File: src/rtl/mem_scheduler.sv
// Arbitrates fetch, load and store requesters onto the single byte-serial memory
// controller: store > load > fetch, with a forced fetch win after repeated losses.
module mem_scheduler #(
   parameter int STARVE_LIMIT = 8,
   parameter int CNT_W        = 4
) (
   input  logic        clk,
   input  logic        rst,
   input  logic        rdy,
   input  logic        flush,
   input  logic        if_req,
   input  logic [31:0] if_addr,
   output logic        if_valid,
   output logic [31:0] if_data,
   input  logic        ld_req,
   input  logic [6:0]  ld_op,
   input  logic [31:0] ld_addr,
   output logic        ld_valid,
   output logic [31:0] ld_data,
   input  logic        st_req,
   input  logic [6:0]  st_op,
   input  logic [31:0] st_addr,
   input  logic [31:0] st_data,
   output logic        st_done,
   output logic        fetch_enable,
   output logic [31:0] inst_addr,
   output logic        lsb_enable,
   output logic        lsb_r_or_w,
   output logic [6:0]  op,
   output logic [31:0] lsb_addr,
   output logic [31:0] lsb_data,
   input  logic        i_cache_valid,
   input  logic [31:0] i_cache_data,
   input  logic        lsb_valid,
   input  logic [31:0] read_data
);

   typedef enum logic [2:0] {IDLE, BUSY_F, BUSY_L, BUSY_S, DRAIN} state_t;

   localparam logic [CNT_W-1:0] LIMIT   = CNT_W'(STARVE_LIMIT);
   localparam logic [CNT_W-1:0] CNT_MAX = '1;

   state_t           state, state_nxt;
   logic [CNT_W-1:0] starve_cnt;
   logic             starve_force, grant_f, grant_l, grant_s;
   logic             fetch_done, lsb_done, pulse_if, pulse_ld, pulse_st;

   always_ff @(posedge clk or posedge rst) begin
      if (rst)
         state <= IDLE;
      else if (rdy)
         state <= state_nxt;
   end

   // A flushed load/fetch cannot be aborted at the controller, so it drains instead.
   always_comb begin
      state_nxt = state;
      case (state)
         IDLE: begin
            if (grant_f)
               state_nxt = BUSY_F;
            else if (grant_s)
               state_nxt = BUSY_S;
            else if (grant_l)
               state_nxt = BUSY_L;
         end
         BUSY_F: begin
            if (fetch_done)
               state_nxt = IDLE;
            else if (flush)
               state_nxt = DRAIN;
         end
         BUSY_L: begin
            if (lsb_done)
               state_nxt = IDLE;
            else if (flush)
               state_nxt = DRAIN;
         end
         BUSY_S: begin
            if (lsb_done)
               state_nxt = IDLE;
         end
         DRAIN: begin
            if (fetch_done || lsb_done)
               state_nxt = IDLE;
         end
         default: state_nxt = IDLE;
      endcase
   end

   always_comb begin
      starve_force = 1'b0;
      grant_f      = 1'b0;
      grant_l      = 1'b0;
      grant_s      = 1'b0;
      fetch_done   = fetch_enable && i_cache_valid;
      lsb_done     = lsb_enable && lsb_valid;
      pulse_if     = 1'b0;
      pulse_ld     = 1'b0;
      pulse_st     = 1'b0;
      if (state == IDLE) begin
         starve_force = (starve_cnt >= LIMIT) && if_req && !flush;
         grant_s      = st_req && !starve_force;
         grant_l      = ld_req && !flush && !st_req && !starve_force;
         grant_f      = if_req && !flush && (starve_force || (!st_req && !ld_req));
      end
      pulse_if = (state == BUSY_F) && fetch_done && !flush;
      pulse_ld = (state == BUSY_L) && lsb_done && !flush;
      pulse_st = (state == BUSY_S) && lsb_done;
   end

   // Request fields are captured at grant and held until the controller strobe.
   always_ff @(posedge clk or posedge rst) begin
      if (rst) begin
         if_valid     <= 1'b0;
         if_data      <= '0;
         ld_valid     <= 1'b0;
         ld_data      <= '0;
         st_done      <= 1'b0;
         fetch_enable <= 1'b0;
         inst_addr    <= '0;
         lsb_enable   <= 1'b0;
         lsb_r_or_w   <= 1'b0;
         op           <= '0;
         lsb_addr     <= '0;
         lsb_data     <= '0;
         starve_cnt   <= '0;
      end else if (rdy) begin
         if_valid <= pulse_if;
         ld_valid <= pulse_ld;
         st_done  <= pulse_st;
         if (pulse_if)
            if_data <= i_cache_data;
         if (pulse_ld)
            ld_data <= read_data;

         if (grant_f) begin
            fetch_enable <= 1'b1;
            inst_addr    <= if_addr;
         end else if (fetch_done) begin
            fetch_enable <= 1'b0;
         end

         if (grant_s) begin
            lsb_enable <= 1'b1;
            lsb_r_or_w <= 1'b0;
            op         <= st_op;
            lsb_addr   <= st_addr;
            lsb_data   <= st_data;
         end else if (grant_l) begin
            lsb_enable <= 1'b1;
            lsb_r_or_w <= 1'b1;
            op         <= ld_op;
            lsb_addr   <= ld_addr;
         end else if (lsb_done) begin
            lsb_enable <= 1'b0;
         end

         if (flush || !if_req || grant_f)
            starve_cnt <= '0;
         else if ((grant_l || grant_s) && starve_cnt != CNT_MAX)
            starve_cnt <= starve_cnt + 1'b1;
      end
   end

endmodule

File: config.mk
export PLATFORM = sky130hd
export DESIGN_NAME = mem_scheduler
export DESIGN_NICKNAME = d
export VERILOG_FILES = /design/src/rtl/mem_scheduler.sv
export SDC_FILE = /design/constraint.sdc
export NUM_CORES = 1
export LEC_CHECK = 0
export CAP_MARGIN = 10
export CORE_AREA = 2 2 152 154
export DETAILED_ROUTE_END_ITERATION = 12
export DIE_AREA = 0 0 154 156
export PLACE_DENSITY = 0.8
export SYNTH_ARGS = -nofsm -noshare
export SYNTH_HDL_FRONTEND = slang
export SYNTH_SLANG_ARGS = --single-unit
File: constraint.sdc
create_clock -name clk -period 5.4 [get_ports clk]
set_clock_uncertainty 0.2 [all_clocks]
set_input_delay 0.54 -clock clk [delete_from_list [all_inputs] [get_ports clk]]
set_output_delay 0.54 -clock clk [all_outputs]
set_load 0.02 [all_outputs]
==> metrics.md, run 1 <==
| Metric | Value |
|---|---|
| DRT Pass-1 Iters | `4` |
| Die ar. | `0.02402 mm^2` |
| Min setup slack post-route | `2.684 ns` |
| Drt wl/cell | `17.99 um` |
| Dominant cells by area after synthesis | `dfrtp_1, mux2_2, mux2_4` |
| Period utilization | `0.5030` |
| Clock H-tree levels | `4` |
| Worst slack, placed | `2.239 ns` |
| Placer congestion estimate | `0.7694` |
| Deepest clock path buffer count | `2` |
| HPWL Detailed | `16.11 mm` |
| DR iter-0 viols | `211` |
| Flops & latches, synth | `180` |
| Post-route antenna net violation count | `0` |
| Post-cts hold buffer count | `0` |
| Core area | `0.02237 mm^2` |
| Power Density | `500.6 mW/mm^2` |
| Worst Max-Slew Pin Slew | `1.053 ns` |
| Vias per cell | `4.687` |
| Nets | `1129` |
| Critical R2R Capture | `lsb_data[15]` |
| Global-route wire length before repair | `33.34 mm` |
| DRC | `0` |
| Synth Instances | `529` |
| Synthesis Warnings | `0` |
| Worst Setup Path Type | `input pin to flip-flop` |
| Avg Inst Size Synth | `14.18 um^2` |
| Post-synth EDFFs | `0` |
| Status | `finished clean` |
| Die Y | `156 um` |
| Setup_tns | `0 ns` |
| Post-CTS Repair Setup Buffers | `0` |
| Reg clk slew, reported paths | `0.08 ns` |
| LEAKAGE | `5.578 nW` |
| CTS tree | `done` |
| N_diodes | `0` |
| Io pins | `388` |
| Total gr overflow | `0` |
| Post-synth ARST share | `1.000` |
| Mapped Area | `0.007501 mm^2` |
| Dpl cells | `1178` |
| Synth area leader | `dfrtp_1` |
| Max Clk Rate | `368.2 MHz` |
| Total GRT Usage | `0.1804` |
| Max cap viols | `0` |
| Clock Sinks | `180` |
| Initial Util | `0.3354` |
| Crit Path Max Fanout | `40` |
| Worst path arrival time | `2.82 ns` |
| Max_slew headroom | `0.2978` |
| Crit. End Element | `flip-flop` |
| Die W | `154 um` |
| Initial antenna violation count | `3` |
| Share of post-route cells with drive strength above 1 | `0.1914` |
| # setup viols final | `0` |
| Fin. Hold Viols | `0` |
| Reg2Reg Depth | `4` |
| CP Launch Type | `input pin` |
| Maximum VDD drop | `0.0002451 V` |
| Sequential element share of the synthesized area | `0.6005` |
| Clock root cell | `clkbuf_16` |
| FF-to-FF setup slack | `2.98 ns` |
| PostCTS Resize Cnt | `0` |
| Routed WL | `21.76 mm` |
| Syn Nets | `746` |
| Max Slew Vio Count | `0` |
| Hold slack | `0.1436 ns` |
| Largest net degree at the start of global routing | `180` |
| Crit path required time | `5.50 ns` |
| DR vias | `5671` |
| Unique masters post-synth | `43` |
| Core Util, Final | `0.5470` |
| IO Port Bufs | `387` |
| Final Instance Count excl. Fillers | `1210` |
| Row count | `55` |
| Ys flop type | `dfrtp_1` |
| CTS Buf Count | `17` |
| Worst reg2reg path startpoint | `state[0]` |
| Post-synth top area share | `0.6005` |
| Clock latency on the worst-skew pair | `0.43 ns` |
| Worst min path class | `input pin to asynchronous set/reset pin` |
| Fin crit period | `2.716 ns` |
| RSZ-0062 raised after global routing | `no` |
| Synth-to-Final Area Change | `63.10%` |
| Vias in the first global route | `6089` |
-- cell usage after synthesis (2+ instances only) --
| cell | n |
|---|---|
| dfrtp_1 | 180 |
| mux2_2 | 99 |
| nand2_1 | 50 |
| mux2i_1 | 39 |
| o21ai_0 | 34 |
| mux2_4 | 30 |
| buf_2 | 13 |
| o21ai_1 | 9 |
| clkbuf_1 | 7 |
| inv_1 | 7 |
| nor2_1 | 7 |
| a21oi_1 | 5 |
| buf_4 | 5 |
| buf_6 | 4 |
| a211oi_1 | 3 |
| a21o_1 | 3 |
| ha_1 | 2 |
| nand2b_1 | 2 |
| nand3_1 | 2 |
| nor2b_1 | 2 |
| nor4_4 | 2 |
| o211ai_1 | 2 |
| o21bai_1 | 2 |
-- power breakdown --
part	internal, mW	switching, mW
sequential	1.84	0.290
combinational	1.45	1.27
clock	0.687	0.587
-- cell type report --
cell class                      count  area [um^2]
Inverter                            7        30.03
Sequential cell                   180         4504
Timing Repair Buffer              393         3931
Clock buffer                       19        452.9
Tap cell                          285        356.6
Fill cell                        1893        10130
Clock inverter                     13        155.1
Multi-Input combinational cell    313         2804
-- worst max-delay path by stage --
stage / startpoint / to / slack (ns) / depth (start not counted)
floorplan: rst / fetch_enable / 2.35 / 1
global placement: flush / state[0] / 2.29 / 7
detailed placement: flush / state[0] / 2.24 / 7
CTS: flush / state[0] / 2.67 / 7
global route: flush / state[0] / 2.52 / 7
finish: flush / state[0] / 2.68 / 7
-- routing by layer --
metal,up-vias,GRT usage,routed length (um)
met1,2707,0.1953,8114
met2,276,0.3109,10810
li1,2636,-,-
met5,-,0,22
met4,4,0.07388,617
met3,48,0.07833,2197
-- cell families after synthesis --
kind of cell,count (synthesis),synth area share
muxes,169,0.2622
and+or+nand+nor,72,0.04971
buffers and inverters,36,0.02669
xor gates and xnor gates,1,0.001168
AOI/OAI and AO/OA,69,0.05638
DFF,180,0.6005
adders and majority gates,2,0.003336
-- state kept, by name, indices dropped and copies added (netlist names), 3 cells and up --
register	flops
if_data	32
inst_addr	32
ld_data	32
lsb_addr	32
lsb_data	32
op	7
starve_cnt	4
state	3
-- cells in the final DEF, fill, tap and decap left out, types with 2 or more instances in the layout --
cell and n:
clkdlybuf4s50_1 387, dfrtp_1 180, mux2_2 99, nand2_1 50
mux2i_1 39, o21ai_0 34, mux2_4 30, clkbuf_16 17
o21ai_1 9, nor2_1 7, inv_1 6, a21oi_1 5
inv_8 5, buf_4 5, clkinv_4 4, a211oi_1 3
a21o_1 3, nand2b_1 2, nor4_4 2, o21bai_1 2
nor2b_1 2, nand3_1 2, o211ai_1 2, ha_1 2
inv_6 2, clkbuf_8 2
-- critical path: stages --
cell,delay [ns]
clkdlybuf4s50_1,0.61
nand2b_1,0.33
o211ai_1,0.22
buf_4,0.57
a31oi_1,0.21
a211oi_1,0.26
nor2_1,0.07
-- metrics by stage --
stage               total power [mW]  cell area, um^2
floorplan                      3.555             7505
global placement               4.844            11630
detailed placement             4.902            11630
CTS                            6.217            12230
global route                   6.455            12230
finish                         6.125            12230
(Power assumes the default switching activity.)
==> run 2: changes to the inputs <==
==> constraint.sdc (replaced) <==
create_clock -name clk -period 2.2 [get_ports clk]
set_clock_uncertainty 0.2 [all_clocks]
set_input_delay 0.22 -clock clk [delete_from_list [all_inputs] [get_ports clk]]
set_output_delay 0.22 -clock clk [all_outputs]
set_load 0.02 [all_outputs]
==> run 2 against run 1 <==
Wire length is 1.1% higher. Largest cell class unchanged. Sequential power is 140% higher. Global-route usage is 0.21 points higher. Clock-buffer cell count is 1 lower. Cell area is 3.4% higher. Worst setup slack worse by 2.5 ns. Clock power grew to 2.6 times the previous value. Combinational power grew to 2.6 times the previous value. Critical path depth is 1 lower. Die area stayed put. Highest routed layer is now met4.
==> metrics.md, run 2 (synthesized netlist as in run 1, its figures left out) <==
| Metric | Value |
|---|---|
| Placer congestion estimate | `0.8076 (was 0.7694)` |
| # setup viols final | `0 (unchanged)` |
| Clock power frac | `0.213 (was 0.208)` |
| Combinational power share | `0.455 (was 0.444)` |
| Clock latency on the worst-skew pair | `0.42 ns (was 0.43 ns)` |
| Vias per cell | `4.679 (was 4.687)` |
| Final Instance Count excl. Fillers | `1240 (was 1210)` |
| Nets | `1161 (was 1129)` |
| Die Y | `156 um (unchanged)` |
| Hold EP | `if_data[24]` |
| Max_slew headroom | `0.7021 (was 0.2978)` |
| Worst path arrival time | `2.13 ns (was 2.82 ns)` |
| DR vias | `5802 (was 5671)` |
| Setup_tns | `0 ns (unchanged)` |
| Crit Path Max Fanout | `9 (was 40)` |
| Worst Setup Path Type | `flip-flop to flip-flop (was input pin to flip-flop)` |
| Row count | `55 (unchanged)` |
| Max Slew Vio Count | `0 (unchanged)` |
| Io pins | `388 (unchanged)` |
| N_diodes | `0 (unchanged)` |
| Net Switching | `5.302 mW (was 2.147 mW)` |
| IO Port Bufs | `387 (unchanged)` |
| RSZ-0062 raised after global routing | `no (unchanged)` |
| Period utilization | `0.9000` |
| Clock Sinks | `180 (unchanged)` |
| Clock root cell | `clkbuf_16 (unchanged)` |
| Deepest clock path buffer count | `2 (unchanged)` |
| HPWL Detailed | `16.97 mm (was 16.11 mm)` |
| Reg clk slew, reported paths | `0.07 ns (was 0.08 ns)` |
| LEAKAGE | `5.798 nW (was 5.578 nW)` |
| FF-to-FF setup slack | `0.22 ns (was 2.98 ns)` |
| Post-CTS Repair Setup Buffers | `0 (unchanged)` |
| Crit path required time | `2.35 ns (was 5.50 ns)` |
| Slowest stage delay, CP | `0.48 ns (was 0.61 ns)` |
| Maximum VDD drop | `0.0006045 V (was 0.0002451 V)` |
| Status | `finished clean (unchanged)` |
| Reg2Reg Depth | `6 (was 4)` |
| Power Density | `1234 mW/mm^2 (was 500.6 mW/mm^2)` |
| Hold path start | `i_cache_data[24]` |
| Fin crit period | `1.980 ns` |
| Clock H-tree levels | `4 (unchanged)` |
| Design Area, Final | `0.01265 mm^2 (was 0.01223 mm^2)` |
| Global-route wire length before repair | `33.96 mm (was 33.34 mm)` |
| Commonest cells after routing, fill and taps aside | `clkdlybuf4s50_1, dfrtp_1, mux2_2, nand2_1, mux2i_1 (unchanged)` |
| Post-route antenna net violation count | `0 (unchanged)` |
| Switching fraction of total power | `0.3398 (was 0.3505)` |
| Max Clk Rate | `505.1 MHz` |
| Core area | `0.02237 mm^2 (unchanged)` |
| Die W | `154 um (unchanged)` |
| CP max-delay cell | `or4b_1 (was clkdlybuf4s50_1)` |
| CTS Buf Count | `17 (unchanged)` |
| Total gr overflow | `0 (unchanged)` |
| CP Launch Type | `flip-flop (was input pin)` |
| Dpl cells | `1209 (was 1178)` |
| Hold slack | `0.1997 ns (was 0.1436 ns)` |
| Drt wl/cell | `17.74 um (was 17.99 um)` |
| Die ar. | `0.02402 mm^2 (unchanged)` |
| CP cell instances | `buf_4 > nand2b_1 > or4b_1 > a31oi_1 > a21oi_1 > nor2_1 (was clkdlybuf4s50_1 > nand2b_1 > o211ai_1 > buf_4 > a31oi_1 > a211oi_1 > nor2_1)` |
| Hold Path Depth | `2` |
| Worst reg2reg path startpoint | `state[1] (was state[0])` |
| Worst min path class | `input pin to flip-flop (was input pin to asynchronous set/reset pin)` |
| Worst Max-Slew Pin Slew | `0.4468 ns (was 1.053 ns)` |
| DRC | `0 (unchanged)` |
| CTS tree | `done (unchanged)` |
| Most common cell after layout, fill and taps aside | `clkdlybuf4s50_1 (unchanged)` |
| Placed Instance Area | `0.01201 mm^2 (was 0.01163 mm^2)` |
| Initial Util | `0.3354 (unchanged)` |
| Total GRT Usage | `0.1825 (was 0.1804)` |
| Max cap viols | `0 (unchanged)` |
| Share of post-route cells with drive strength above 1 | `0.2157 (was 0.1914)` |
| Int Pwr | `10.30 mW (was 3.978 mW)` |
| Sequential fraction of design power | `0.333 (was 0.348)` |
| Routed WL | `21.99 mm (was 21.76 mm)` |
| Largest net degree at the start of global routing | `80 (was 180)` |
| Crit. End Element | `flip-flop (unchanged)` |
| Vias in the first global route | `6134 (was 6089)` |
| Fillers | `1843 (was 1893)` |
| DR iter-0 viols | `274 (was 211)` |
| Synth-to-Final Area Change | `68.64% (was 63.10%)` |
| Initial antenna violation count | `0 (was 3)` |
| Critical R2R Capture | `state[0] (was lsb_data[15])` |
| Fin. Hold Viols | `0 (unchanged)` |
| DRT Pass-1 Iters | `4 (unchanged)` |
==> run 2: cell types whose count changed in the layout (fill, tap and decap cells not counted) <==
cell,before,now
buf_4,5,24
buf_12,1,13
bufinv_16,1,4
clkinv_4,4,1
inv_8,5,2
inv_6,2,4
clkbuf_8,2,1
clkinv_2,0,1
clkinv_8,1,0
dlygate4sd3_1,0,1
==> run 2: what timing repair did <==
action	CTS	global route
endpoints found under the hold margin	4	0
hold buffers	1	0
endpoints found under the setup margin	0	0
resized for setup	0	0
==> run 2: worst max-delay path by stage <==
stage                    start            to  slack [ns]  depth (start not counted)
global route          state[1]      state[0]        0.10                          6
finish                state[1]      state[0]        0.22                          6
CTS                 lsb_r_or_w    lsb_r_or_w        0.22                          1
floorplan                  rst  fetch_enable       -0.53                          1
global placement         flush  lsb_addr[13]       -0.04                          7
detailed placement       flush  lsb_addr[14]       -0.11                          7
==> run 2: power groups by stage <==
stage	registers [mW]	logic, mW	clock network, mW
final	5.19	7.09	3.32
after global routing	5.36	7.51	3.56
after CTS	5.20	7.18	3.42
after detailed placement	5.25	7.15	0
after floorplan	6.63	2.09	0
after global placement	5.19	7.04	0
==> run 2: cell type report <==
cell class | count | area, um^2 | share of cell area
clock buffers | 18 | 439.2 | 0.03472
clock inverters | 12 | 191.4 | 0.01513
inverters | 7 | 30.03 | 0.002374
multi-input cells | 313 | 2804 | 0.2217
flip-flops and latches | 180 | 4504 | 0.3561
well taps | 285 | 356.6 | 0.02819
repair buffers | 425 | 4324 | 0.3418
==> run 2: metrics by stage <==
step	util	total power, mW	setup WS, ns
after CTS	0.5656	15.80	0.2162
after floorplan	-	8.725	-0.5286
final	0.5656	15.61	0.2201
after global routing	0.5656	16.43	0.1021
after detailed placement	0.5370	12.41	-0.1051
after global placement	0.5370	12.23	-0.03907
==> run 2: routing by layer <==
metal  up-vias  GRT usage  share of wire
li1       2681          -              -
met5         -          0              0
met4         0    0.05652          0.021
met3        34    0.07028          0.091
met2       263     0.3209           0.50
met1      2824     0.2052           0.39
==> run 2: critical path: cells and delay by family, from the launching register on <==
family	cells	cell delay (ns)
flip-flops	1	0.41
buffers and inverters	1	0.18
AND/OR/NAND/NOR	3	0.78
AO/OA/AOI/OAI	2	0.34
